File: config.mk
export PLATFORM = sky130hd
export DESIGN_NAME = pcs_transmit
export DESIGN_NICKNAME = d
export VERILOG_FILES = /design/src/rtl/pcs_transmit_pkg.sv /design/src/rtl/pcs_transmit_encoder.sv /design/src/rtl/pcs_transmit.sv
export SDC_FILE = /design/constraint.sdc
export NUM_CORES = 1
export LEC_CHECK = 0
export CAP_MARGIN = 20
export CELL_PAD_IN_SITES_DETAIL_PLACEMENT = 0
export CELL_PAD_IN_SITES_GLOBAL_PLACEMENT = 1
export CORE_MARGIN = 3
export CORE_UTILIZATION = 40
export CTS_CLUSTER_DIAMETER = 100
export DETAILED_ROUTE_END_ITERATION = 6
export PLACE_DENSITY = 0.78
export SLEW_MARGIN = 20
export SYNTH_ARGS = -nofsm -noshare
export SYNTH_HDL_FRONTEND = slang
export SYNTH_SLANG_ARGS = --single-unit
File: constraint.sdc
create_clock -name clk -period 23.4 [get_ports clk]
set_input_delay 7.02 -clock clk [delete_from_list [all_inputs] [get_ports clk]]
set_output_delay 7.02 -clock clk [all_outputs]
set_load 0.03 [all_outputs]
File: src/rtl/pcs_transmit_pkg.sv
// Shared constants for the 1000BASE-X PCS transmit path: K/D byte values,
// RD- code-group forms (RD+ is the bitwise complement) and one-hot FSM states.
package pcs_transmit_pkg;

  typedef enum logic [5:0] {
    ST_IDLE_K = 6'b000001,
    ST_IDLE_D = 6'b000010,
    ST_SOP    = 6'b000100,
    ST_DATA   = 6'b001000,
    ST_EPD2   = 6'b010000,
    ST_EPD3   = 6'b100000
  } tx_state_e;

  // Byte values fed to the encoder
  localparam logic [7:0] K28_5_B = 8'hBC;
  localparam logic [7:0] K27_7_B = 8'hFB;  // /S/
  localparam logic [7:0] K29_7_B = 8'hFD;  // /T/
  localparam logic [7:0] K23_7_B = 8'hF7;  // /R/
  localparam logic [7:0] K30_7_B = 8'hFE;  // /V/
  localparam logic [7:0] D5_6_B  = 8'hC5;
  localparam logic [7:0] D16_2_B = 8'h50;

  // Code-groups, bit order abcdei_fghj with [9]=a
  localparam logic [9:0] K28_5_N = 10'b001111_1010;
  localparam logic [9:0] K28_5_P = ~K28_5_N;
  localparam logic [9:0] S_N     = 10'b110110_1000;
  localparam logic [9:0] S_P     = ~S_N;
  localparam logic [9:0] T_N     = 10'b101110_1000;
  localparam logic [9:0] T_P     = ~T_N;
  localparam logic [9:0] R_N     = 10'b111010_1000;
  localparam logic [9:0] R_P     = ~R_N;
  localparam logic [9:0] V_N     = 10'b011110_1000;
  localparam logic [9:0] V_P     = ~V_N;
  localparam logic [9:0] D5_6    = 10'b101001_0110;
  localparam logic [9:0] D16_2_N = 10'b011011_0101;
  localparam logic [9:0] D16_2_P = 10'b100100_0101;

  // Only the control characters this PCS emits; anything else maps to K28.5.
  function automatic logic [9:0] k_code_n(input logic [7:0] b);
    logic [9:0] c;
    c = K28_5_N;
    case (b)
      K27_7_B: c = S_N;
      K29_7_B: c = T_N;
      K23_7_B: c = R_N;
      K30_7_B: c = V_N;
      default: c = K28_5_N;
    endcase
    return c;
  endfunction

endpackage

File: src/rtl/pcs_transmit_encoder.sv
// Combinational 8b/10b encoder: full 5b/6b + 3b/4b data tables with the A7
// alternate, plus the K codes used by the transmit FSM.
module encoder_8b10b
  import pcs_transmit_pkg::*;
(
  input  logic [7:0] data,
  input  logic       is_k,
  input  logic       rd_in,
  output logic [9:0] code,
  output logic       rd_out
);

  logic [4:0] x;
  logic [2:0] y;
  logic [5:0] s6, c6;
  logic [3:0] s4, c4;
  logic [9:0] kn;
  logic       bal6, bal4, balk, rd6, alt7;

  assign x = data[4:0];
  assign y = data[7:5];

  // 5b/6b, RD- column
  always_comb begin
    s6 = 6'b100111;
    case (x)
      5'd0:  s6 = 6'b100111;
      5'd1:  s6 = 6'b011101;
      5'd2:  s6 = 6'b101101;
      5'd3:  s6 = 6'b110001;
      5'd4:  s6 = 6'b110101;
      5'd5:  s6 = 6'b101001;
      5'd6:  s6 = 6'b011001;
      5'd7:  s6 = 6'b111000;
      5'd8:  s6 = 6'b111001;
      5'd9:  s6 = 6'b100101;
      5'd10: s6 = 6'b010101;
      5'd11: s6 = 6'b110100;
      5'd12: s6 = 6'b001101;
      5'd13: s6 = 6'b101100;
      5'd14: s6 = 6'b011100;
      5'd15: s6 = 6'b010111;
      5'd16: s6 = 6'b011011;
      5'd17: s6 = 6'b100011;
      5'd18: s6 = 6'b010011;
      5'd19: s6 = 6'b110010;
      5'd20: s6 = 6'b001011;
      5'd21: s6 = 6'b101010;
      5'd22: s6 = 6'b011010;
      5'd23: s6 = 6'b111010;
      5'd24: s6 = 6'b110011;
      5'd25: s6 = 6'b100110;
      5'd26: s6 = 6'b010110;
      5'd27: s6 = 6'b110110;
      5'd28: s6 = 6'b001110;
      5'd29: s6 = 6'b101110;
      5'd30: s6 = 6'b011110;
      default: s6 = 6'b101011;
    endcase
  end

  assign bal6 = ($countones(s6) == 3);
  assign c6   = (rd_in && (!bal6 || x == 5'd7)) ? ~s6 : s6;
  assign rd6  = rd_in ^ !bal6;
  // A7 avoids a run of five identical bits across the sub-block boundary
  assign alt7 = rd6 ? (x == 5'd11 || x == 5'd13 || x == 5'd14)
                    : (x == 5'd17 || x == 5'd18 || x == 5'd20);

  always_comb begin
    s4 = 4'b1011;
    case (y)
      3'd0: s4 = 4'b1011;
      3'd1: s4 = 4'b1001;
      3'd2: s4 = 4'b0101;
      3'd3: s4 = 4'b1100;
      3'd4: s4 = 4'b1101;
      3'd5: s4 = 4'b1010;
      3'd6: s4 = 4'b0110;
      default: s4 = alt7 ? 4'b0111 : 4'b1110;
    endcase
  end

  assign bal4 = ($countones(s4) == 2);
  assign c4   = (rd6 && (!bal4 || y == 3'd3)) ? ~s4 : s4;

  assign kn   = k_code_n(data);
  assign balk = ($countones(kn) == 5);

  assign code   = is_k ? (rd_in ? ~kn : kn) : {c6, c4};
  assign rd_out = is_k ? (rd_in ^ !balk) : (rd6 ^ !bal4);

endmodule

File: src/rtl/pcs_transmit.sv
// 1000BASE-X PCS transmit: GMII bytes to 10-bit code-groups with /I/, /S/,
// /T/, /R/, /V/ framing, parity tracking and registered running disparity.
module pcs_transmit
  import pcs_transmit_pkg::*;
(
  input  logic       clk,
  input  logic       reset,
  input  logic [7:0] txd,
  input  logic       tx_en,
  input  logic       tx_er,
  output logic [9:0] tx_code_group,
  output logic       tx_even,
  output logic       tx_rd
);

  tx_state_e  state_q, state_d;
  logic [9:0] code_q;
  logic       even_q, even_d;
  logic       rd_q;
  logic [7:0] enc_data;
  logic       enc_k;
  logic [9:0] enc_code;
  logic       enc_rd;

  encoder_8b10b u_enc (
    .data   (enc_data),
    .is_k   (enc_k),
    .rd_in  (rd_q),
    .code   (enc_code),
    .rd_out (enc_rd)
  );

  always_comb begin
    state_d  = state_q;
    enc_data = K28_5_B;
    enc_k    = 1'b1;
    even_d   = ~even_q;
    unique case (state_q)
      ST_IDLE_K: begin
        even_d  = 1'b1;
        state_d = ST_IDLE_D;
      end
      ST_IDLE_D: begin
        // RD+ here means RD- before the comma: D16.2 pulls it back to RD-
        enc_data = rd_q ? D16_2_B : D5_6_B;
        enc_k    = 1'b0;
        state_d  = tx_en ? ST_SOP : ST_IDLE_K;
      end
      ST_SOP: begin
        enc_data = K27_7_B;
        state_d  = ST_DATA;
      end
      ST_DATA: begin
        if (!tx_en) begin
          enc_data = K29_7_B;
          state_d  = ST_EPD2;
        end else if (tx_er) begin
          enc_data = K30_7_B;
        end else begin
          enc_data = txd;
          enc_k    = 1'b0;
        end
      end
      ST_EPD2: begin
        enc_data = K23_7_B;
        // even_d is this /R/'s parity; a second /R/ keeps /I/ on an even slot
        state_d  = even_d ? ST_EPD3 : ST_IDLE_K;
      end
      ST_EPD3: begin
        enc_data = K23_7_B;
        state_d  = ST_IDLE_K;
      end
      default: state_d = ST_IDLE_K;
    endcase
  end

  always_ff @(posedge clk) begin
    if (!reset) begin
      state_q <= ST_IDLE_K;
      code_q  <= '0;
      even_q  <= 1'b0;
      rd_q    <= 1'b0;
    end else begin
      state_q <= state_d;
      code_q  <= enc_code;
      even_q  <= even_d;
      rd_q    <= enc_rd;
    end
  end

  assign tx_code_group = code_q;
  assign tx_even       = even_q;
  assign tx_rd         = rd_q;

endmodule

==> impl_metrics.ini <==
[setup_path]
path_delay_family = compound AO/OA/AOI/OAI gates
criticalPathCategory = in2reg
r2r_cells = 28
critPathMaxFanout = 8
slowest_stage = o21ai_0
crit_path_end_kind = flop
arrival_ns = 14.65
worst_setup_path_start_kind = input pin
cp_num_cells = 27
worstPathRequired_ns = 23.56
reg2reg_slack_ns = 15.05
slowest_delay_ns = 0.61
crit_path_frequent_cell = ha_1
path_buf_inv = 2

[die]
io_pins = 24
core_sq_um = 5540
dieHeight_um = 82.0
die_area_sq_um = 6730
start_util_pct = 41.7
rows = 27
die_x_um = 82.0

[cts]
cts_buffer_depth = 2
cts_tree = built
hold_buffers = 0
path_clk_slew_ns = 0.08
cts_root_buffer = clkbuf_8
post_cts_buffers = 0
h-tree-depth = 1
ctsResizeCount = 0
clk_latency_ns = 0.27
cts_num_sinks = 18
cts_inserted_buffers = 3

[timing]
fmax_mhz = 69.0
drv_slew = 0
hold_viol_final = 0
clock_skew_ns = 0.00669
final-setup-viol-count = 0
tightestPinTransition_ns = 0.790
timing.setup.tns_ns = 0
rsz0062_at_grt = no
fin_crit_ns = 14.49
relSlewSlack_pct = 46.6
min_period_over_period_pct = 61.9

[placement]
portBuffers = 23
gp_congestion = 0.829
place_hpwl_um = 4720
dp.cells = 365

[yosys]
syn-cell-area_sq_um = 2310
synthArstFlopShare_pct = 0
avgSynthCellArea_sq_um = 8.00
yosysWarnings = 0
synth_nets = 324
synth-seq-area-share_pct = 15.6
synth_top_area_share_pct = 15.6
ys_ff_latch = 18
yosysUniqueCellTypes = 72
yosys.area.top_type = dfxtp_1
synthCells = 289
ys.flop_type = dfxtp_1
synth_enable_flop_cells = 0
synth_area_leaders = dfxtp_1 16%, ha_1 10%, mux2i_1 4.3%

[global_routing]
overflow = 0
grt_use_met3_pct = 1.75
met1_usage_pct = 27.6
grtUsageTotal_pct = 19.1
grt_first_pass_wirelength_um = 10000
grt_use_met2_pct = 30.0
antenna_found_initial = 0
grt_max_degree = 18
grt_pass1_vias = 2001
top_usage_layer = met2

[finish]
drive_above_1_share_pct = 7.07
antenna_cells = 0
final_cells = 369
nets = 333
areaGrowthSynthToFinish_pct = 12.5

[detailed_routing]
drc = 0
dr.pass1.iters = 4
via_per_inst = 5.86
wl_per_cell_um = 16.6
via_count = 2162
final_antenna_net_count = 0
totalWireLength_um = 6110
drt_iter0_markers = 152

[worst_hold_path]
holdPathStages = 1
hp-class = reg2reg

[power_and_ir_drop]
p_leak_uw = 0.00103
power_per_cell_area_nw_per_um2 = 57.1
ir_worst_vdd_v = 0.0000304

[run_status]
status = completed

[job]
maxCapViolCount = 0
## worst reg2reg max path, delay by kind of cell (launching register included)
kind                       cells  cell delay [ns]
and+or+nand+nor                6             2.16
xor gates and xnor gates       2             0.49
adders and majority gates      7             2.34
DFF                            1             0.51
buffers and inverters          2             0.25
AOI/OAI and AO/OA              9             2.27
muxes                          2             0.21
## layer usage
layer  routed length (um)  part of all wire [%]
met1                 3040                    50
met2                 2700                    44
met3                  259                   4.2
met4                  105                   1.7
met5                    0                     0
## path summary, 6_finish.rpt
check,start,to
setup / recovery,tx_en,tx_code_group[2]$_SDFF_PN0_
hold reg to reg,tx_even$_SDFF_PN0_,tx_even$_SDFF_PN0_
setup reg to reg,state_q[0]$_SDFFE_PN1P_,tx_code_group[2]$_SDFF_PN0_
hold / removal,tx_even$_SDFF_PN0_,tx_even$_SDFF_PN0_
## registers in the layout, indices dropped and copies added, names as in the netlist
| register | flops |
|---|---|
| tx_code_group | 10 |
| state_q | 6 |
| tx_even | 1 |
| tx_rd | 1 |
## cell families after synthesis
group,Yosys count,share of synthesized area (%)
simple gates,100,23.6
compound gates,81,27.5
buf+inv,35,6.39
fa+ha+maj,24,14.2
flops,18,15.6
xor+xnor,17,6.44
mux,14,6.39
## layout make-up
class	instances	area (sq um)
timing repair buffer	23	230
clock buffer	4	55.1
tap	72	90.1
multi-input combinational	236	1800
sequential	18	360
fill	589	2940
inverter	16	60.1
## cell usage after synthesis (3+ instances only)
cell type / n
nand3_1: 10
nor3b_1: 4
and2_1: 5
dfxtp_1: 18
inv_1: 15
o211ai_1: 8
nor3_1: 9
mux2i_1: 10
o21ai_0: 18
nor4b_1: 3
fa_1: 4
a211oi_1: 3
buf_2: 6
xnor2_1: 9
nor2b_1: 5
or3_1: 4
and3_1: 3
clkbuf_1: 9
xor2_1: 8
nor2_1: 20
ha_1: 19
o22ai_1: 3
nand2_1: 19
nand2b_1: 5
a21oi_1: 7
a21boi_0: 4
o2111ai_1: 4
## where the power goes
part / switching, uW / total, uW / leakage [uW] / internal [uW]
Clock: 12.3 / 27.3 / 0.0000288 / 15.0
Sequential: 4.35 / 38.8 / 0.000149 / 34.4
Combinational: 47.1 / 82.5 / 0.000849 / 35.4
## layout by cell type (no fill, tap or decap), types with 2 or more instances in the layout
cell              n
a211oi_1          3
a21boi_0          4
a21oi_1           7
a221o_1           2
a221oi_1          2
a31oi_1           2
and2_1            5
and3_1            3
clkbuf_8          4
clkdlybuf4s50_1  23
dfxtp_1          18
fa_1              4
ha_1             19
inv_1            15
mux2_2            2
mux2i_1          10
nand2_1          19
nand2b_1          5
nand3_1          10
nor2_1           20
nor2b_1           5
nor3_1            9
nor3b_1           4
nor4_1            2
nor4b_1           3
o2111ai_1         4
o211a_1           2
o211ai_1          8
o21a_1            2
o21ai_0          18
o22ai_1           3
o311ai_0          2
o31a_1            2
o32ai_1           2
or2_2             2
or3_1             4
xnor2_1           9
xor2_1            8
## through the flow
stage	power [uW]	utilization [%]	setup slack, ns	area, sq um	hold slack (ns)
global route	161	46.9	8.26	2600	0.518
detailed placement	121	45.9	8.71	2540	0.481
global placement	120	45.9	8.91	2540	0.472
finish	149	46.9	8.91	2600	0.487
floorplan	101	-	10.03	2310	0.598
CTS	149	46.9	8.97	2600	0.493
(Power assumes the default switching activity.)
==> RTL change 1 (same settings) <==
Add an input register stage for `txd`, `tx_en` and `tx_er`, with the module's reset; this delays them by one clock.
--- a/src/rtl/pcs_transmit.sv
+++ b/src/rtl/pcs_transmit.sv
@@ -12,6 +12,22 @@
   output logic       tx_even,
   output logic       tx_rd
 );
+
+  logic [7:0] txd_q;
+  logic tx_en_q;
+  logic tx_er_q;
+
+  always_ff @(posedge clk) begin
+    if (!reset) begin
+      txd_q   <= '0;
+      tx_en_q <= '0;
+      tx_er_q <= '0;
+    end else begin
+      txd_q   <= txd;
+      tx_en_q <= tx_en;
+      tx_er_q <= tx_er;
+    end
+  end
 
   tx_state_e  state_q, state_d;
   logic [9:0] code_q;
@@ -44,20 +60,20 @@
         // RD+ here means RD- before the comma: D16.2 pulls it back to RD-
         enc_data = rd_q ? D16_2_B : D5_6_B;
         enc_k    = 1'b0;
-        state_d  = tx_en ? ST_SOP : ST_IDLE_K;
+        state_d  = tx_en_q ? ST_SOP : ST_IDLE_K;
       end
       ST_SOP: begin
         enc_data = K27_7_B;
         state_d  = ST_DATA;
       end
       ST_DATA: begin
-        if (!tx_en) begin
+        if (!tx_en_q) begin
           enc_data = K29_7_B;
           state_d  = ST_EPD2;
-        end else if (tx_er) begin
+        end else if (tx_er_q) begin
           enc_data = K30_7_B;
         end else begin
-          enc_data = txd;
+          enc_data = txd_q;
           enc_k    = 1'b0;
         end
       end
Behaviour: not the same (a bounded check fails within 4 cycles, from zero or initial values and one cycle with reset low).
==> RTL change 1 against the original RTL <==
Routed wire length fell by 1.6%; global-route usage fell by 1.8 points; via count rose by 2.8%; worst setup slack improved by 5.7 ns; highest routed layer unchanged; critical endpoint is now tx_rd; sequential cell count rose by 10; die area rose by 6.3%; total power rose by 6.8%; combinational power fell by 21%; design area rose by 7.1%; area after synthesis rose by 6.8%.
==> RTL change 1: results (changes against the original RTL) <==
metric;value;unit;change
outcome;complete, no violations;;
comb_power_share;40.8;%;-15 points
reg2reg_from;state_q[1];;
dr_wl_met3;234;um;-9.7%
min_to;state_q[5];;
synth_area_leaders;dfxtp_1 23%, ha_1 8.1%, fa_1 4.1%;;
pg_comb;0.0648;mW;-21%
swShare;35.4;%;-7.5 points
critPathLaunch;tx_rd;;
synth_fa_ha_area_share;12.2;%;-2.0 points
slowest_stage;clkdlybuf4s50_1;;
synth_compound_area_share;26.2;%;-1.2 points
grt_max_degree;22;;+4
cp_data_arrival_time;1.76;ns;-12.89 ns
dp_hpwl;4740;um;+0.47%
fin_ws;14.62;ns;+5.71 ns
wl_per_cell;15.9;um;-4.2%
met1Wirelength;3050;um;+0.30%
crit_path_max_incr_delay;0.78;ns;+0.17 ns
endpoint;tx_rd;;
grt_pass1_wl;10300;um;+2.7%
synthXorXnorAreaFrac;4.61;%;-1.8 points
worst_pin_slew;0.951;ns;+0.161 ns
cts_setup_buffers;0;;unchanged
p_leak;1.10;nW;+7.4%
vias_per_cell;5.87;;+0.11%
clkTransAtPathRegs;0.10;ns;+0.02 ns
ys_seq_area_share;22.7;%;+7.1 points
drt-initial-drc-count;160;;+5.3%
syn-num-nets;326;;+0.62%
wl_met2;2660;um;-1.4%
synth_mux_area_share;2.03;%;-4.4 points
preCtsSetupSlack;14.46;ns;+5.75 ns
reg2regPathDepth;29;;+3.6%
num_antenna_cells;0;;unchanged
first_global_vias;2108;;+5.3%
path_max_fanout;16;;+8
drive_above_1_share;9.12;%;+2.0 points
skew;0.00663;ns;-0.0000622 ns
whs;0.489;ns;+0.00210 ns
RTL change 1: cell count changes after synthesis, moves of 4 or more:
cell,change
xor2_1,-4
and2_1,+9
mux2i_1,-8
and3_1,+4
inv_1,-4
o21ai_0,-5
dfxtp_1,+10
a21oi_1,+10
RTL change 1: metrics by stage:
stage / area (um^2) / std cells / utilization, %
4_1_cts: 2780 / 379 / 48.5
5_1_grt: 2780 / 379 / 48.5
3_5_place_dp: 2710 / 375 / 47.2
6_report: 2780 / 379 / 48.5
3_3_place_gp: 2710 / 375 / 47.2
2_1_floorplan: 2470 / 293 / -
RTL change 1: cell type report:
class	instances	area (um^2)
Fill cell	579	2960
Multi-Input combinational cell	236	1760
Sequential cell	28	561
Timing Repair Buffer	25	245
Tap cell	72	90.1
Inverter	14	56.3
Clock buffer	3	41.3
Clock inverter	1	30.0
RTL change 1: routing by layer:
metal	track usage, %	up-vias
met2	26.5	44
li1	-	1118
met1	26.1	1054
met3	1.77	7
met5	0	-
met4	3.88	0
==> RTL change 2 (same settings) <==
Without the edit above. Encoding of `tx_state_e`: now binary (3 bits for 6 states). Comments in the files are not updated.
--- a/src/rtl/pcs_transmit_pkg.sv
+++ b/src/rtl/pcs_transmit_pkg.sv
@@ -2,13 +2,13 @@
 // RD- code-group forms (RD+ is the bitwise complement) and one-hot FSM states.
 package pcs_transmit_pkg;
 
-  typedef enum logic [5:0] {
-    ST_IDLE_K = 6'b000001,
-    ST_IDLE_D = 6'b000010,
-    ST_SOP    = 6'b000100,
-    ST_DATA   = 6'b001000,
-    ST_EPD2   = 6'b010000,
-    ST_EPD3   = 6'b100000
+  typedef enum logic [2:0] {
+    ST_IDLE_K = 3'd0,
+    ST_IDLE_D = 3'd1,
+    ST_SOP    = 3'd2,
+    ST_DATA   = 3'd3,
+    ST_EPD2   = 3'd4,
+    ST_EPD3   = 3'd5
   } tx_state_e;
 
   // Byte values fed to the encoder
Formal check against the unedited RTL: no difference found for any inputs over 10 cycles, from zero or initial values and one cycle with reset low; not proved beyond that.
==> RTL change 2 against the original RTL <==
Sequential share of layout area down 1.0 points; total power grew 32%; area after synthesis shrank 11%; design area down 10%; largest cell class unchanged; highest routed layer unchanged; sequential cell count fell by 3; cell count is 8.4% lower; largest power group unchanged; core utilization rose by 1.4 points; clock power shrank 21%; synthesized cell count decreased by 11%; routed wire length fell by 18%; non-clock buffer count is 1 higher; register-to-register slack better by 2.6 ns; combinational power rose by 64%; worst setup slack improved by 2.2 ns.
==> RTL change 2: results (changes against the original RTL) <==
metric;value;unit;change
p_leak;0.941;nW;-8.3%
synth_warnings;0;;unchanged
first_global_vias;1880;;-6.0%
grtUsageMet1;24.8;%;-2.8 points
cts_buffer_depth;2;;unchanged
yosysUniqueCellTypes;65;;-9.7%
drive_above_1_share;8.86;%;+1.8 points
wirelength;5010;um;-18%
synth_commonest_cells;20 x ha_1, 19 x nand2_1, 17 x o21ai_0;;
root_buffer;clkbuf_8;;
dp_cells;334;;-8.5%
portBuffers;23;;unchanged
use_met3;2.20;%;+0.45 points
slowest_stage;clkdlybuf4s50_1;;
post_cts_resized;0;;unchanged
fillers;476;;-19%
path_delay_family;compound AO/OA/AOI/OAI gates;;
gr-usage-met2;27.5;%;-2.5 points
peakVddDrop;0.0314;mV;+3.5%
vias_per_cell;5.79;;-1.2%
dr.pass1.iters;4;;unchanged
vias;1957;;-9.5%
synth_async_sr_flop_share;0;%;unchanged
outcome;complete, no violations;;
clkTransAtPathRegs;0.06;ns;-0.02 ns
gp_congestion;0.906;;+9.2%
skew;0.00483;ns;-0.00186 ns
grt_pass1_wl;8860;um;-12%
drt-initial-drc-count;155;;+2.0%
nNetsFinal;308;;-7.5%
largest_register_ff_count;10;;unchanged
crit_path_max_incr_delay;0.54;ns;-0.07 ns
preCtsSetupSlack;10.81;ns;+2.11 ns
path_max_fanout;10;;+2
cp_data_arrival_time;12.46;ns;-2.19 ns
synth.avg_cell_area;7.99;um^2;about the same
dp_hpwl;3950;um;-16%
worst_pin_slew;0.940;ns;+0.149 ns
netlist.area_leader.share;14.6;%;-0.97 points
cts_setup_buffers;0;;unchanged
syn-num-nets;293;;-9.6%
grt_max_degree;20;;+2
num_antenna_cells;0;;unchanged
clk_latency;0.25;ns;-0.02 ns
ys_seq_area_share;14.6;%;-0.97 points
p_int;0.100;mW;+18%
numCtsBuffers;3;;unchanged
hold_path.class;flop to flop;;
grt_use_total;17.5;%;-1.6 points
synth_area_leaders;dfxtp_1 15%, ha_1 12%, o21ai_0 4.1%;;
cts-htree-levels;1;;unchanged
-- RTL change 2: changes by cell type after synthesis, sizes merged, moves of 4 or more --
cell | before | now
nand4 | 0 | 5
clkbuf | 10 | 4
a21oi | 7 | 16
o211ai | 8 | 3
o2111ai | 4 | 0
nor2 | 21 | 16
o221ai | 0 | 4
mux2i | 11 | 2
-- RTL change 2: area by class of cell --
cell class | count | share of cell area, %
inverters | 16 | 2.57
clock buffers | 4 | 1.93
repair buffers | 24 | 10.2
multi-input cells | 212 | 68.9
well taps | 67 | 3.58
flip-flops and latches | 15 | 12.8
-- RTL change 2: power groups by stage --
stage / clock [mW] / sequential (mW) / combinational (mW)
5_1_grt: 0.0233 / 0.0411 / 0.151
3_5_place_dp: 0 / 0.0403 / 0.134
2_1_floorplan: 0 / 0.0488 / 0.0926
4_1_cts: 0.0219 / 0.0397 / 0.135
6_report: 0.0217 / 0.0397 / 0.135
3_3_place_gp: 0 / 0.0404 / 0.135
-- RTL change 2: worst paths after layout --
path | startpoint | slack (ns) | to | cells after the start
setup reg to reg | tx_rd | 17.62 | tx_rd | 22
hold reg to reg | tx_even | 0.55 | tx_even | 2
setup / recovery | tx_er | 11.07 | tx_rd | 23
hold / removal | tx_even | 0.55 | tx_even | 2
-- RTL change 2: per-stage QoR --
stage / hold WS [ns] / cell area [um^2] / power [mW]
6_report: 0.551 / 2340 / 0.196
5_1_grt: 0.584 / 2340 / 0.216
4_1_cts: 0.540 / 2340 / 0.197
3_5_place_dp: 0.522 / 2290 / 0.174
3_3_place_gp: 0.525 / 2290 / 0.175
2_1_floorplan: 0.639 / 2050 / 0.141
-- RTL change 2: cells by family (layout without fill, tap and decap cells) --
logic type | count (synthesis) | count (layout) | share of synthesized area, %
AOI/OAI and AO/OA | 82 | 82 | 30.1
xor gates and xnor gates | 15 | 15 | 6.40
adders and majority gates | 24 | 24 | 16.1
buffers and inverters | 30 | 44 | 6.82
DFF | 15 | 15 | 14.6
muxes | 3 | 3 | 1.52
and+or+nand+nor | 88 | 88 | 24.4
-- RTL change 2: per-layer routing --
layer / vias to the layer above / wire (um)
li1: 977 / -
met1: 888 / 2370
met2: 83 / 2250
met3: 9 / 309
met4: 0 / 83
met5: - / 0
-- RTL change 2: worst reg2reg max path: stages (launching register included) --
cell and delay [ns]:
dfxtp_1 0.80, nor2b_1 0.13, o21ai_0 0.48, and2_1 0.27
inv_1 0.08, ha_1 0.34, inv_1 0.15, a31o_2 0.17
o22ai_1 0.10, a31oi_1 0.31, ha_1 0.24, fa_1 0.44
ha_1 0.21, nor2_1 0.10, nand3_1 0.14, xor2_1 0.23
and4_1 0.31, o31a_1 0.32, ha_1 0.29, xor2_1 0.16
a21oi_1 0.15, xor2_1 0.16, o22ai_1 0.09
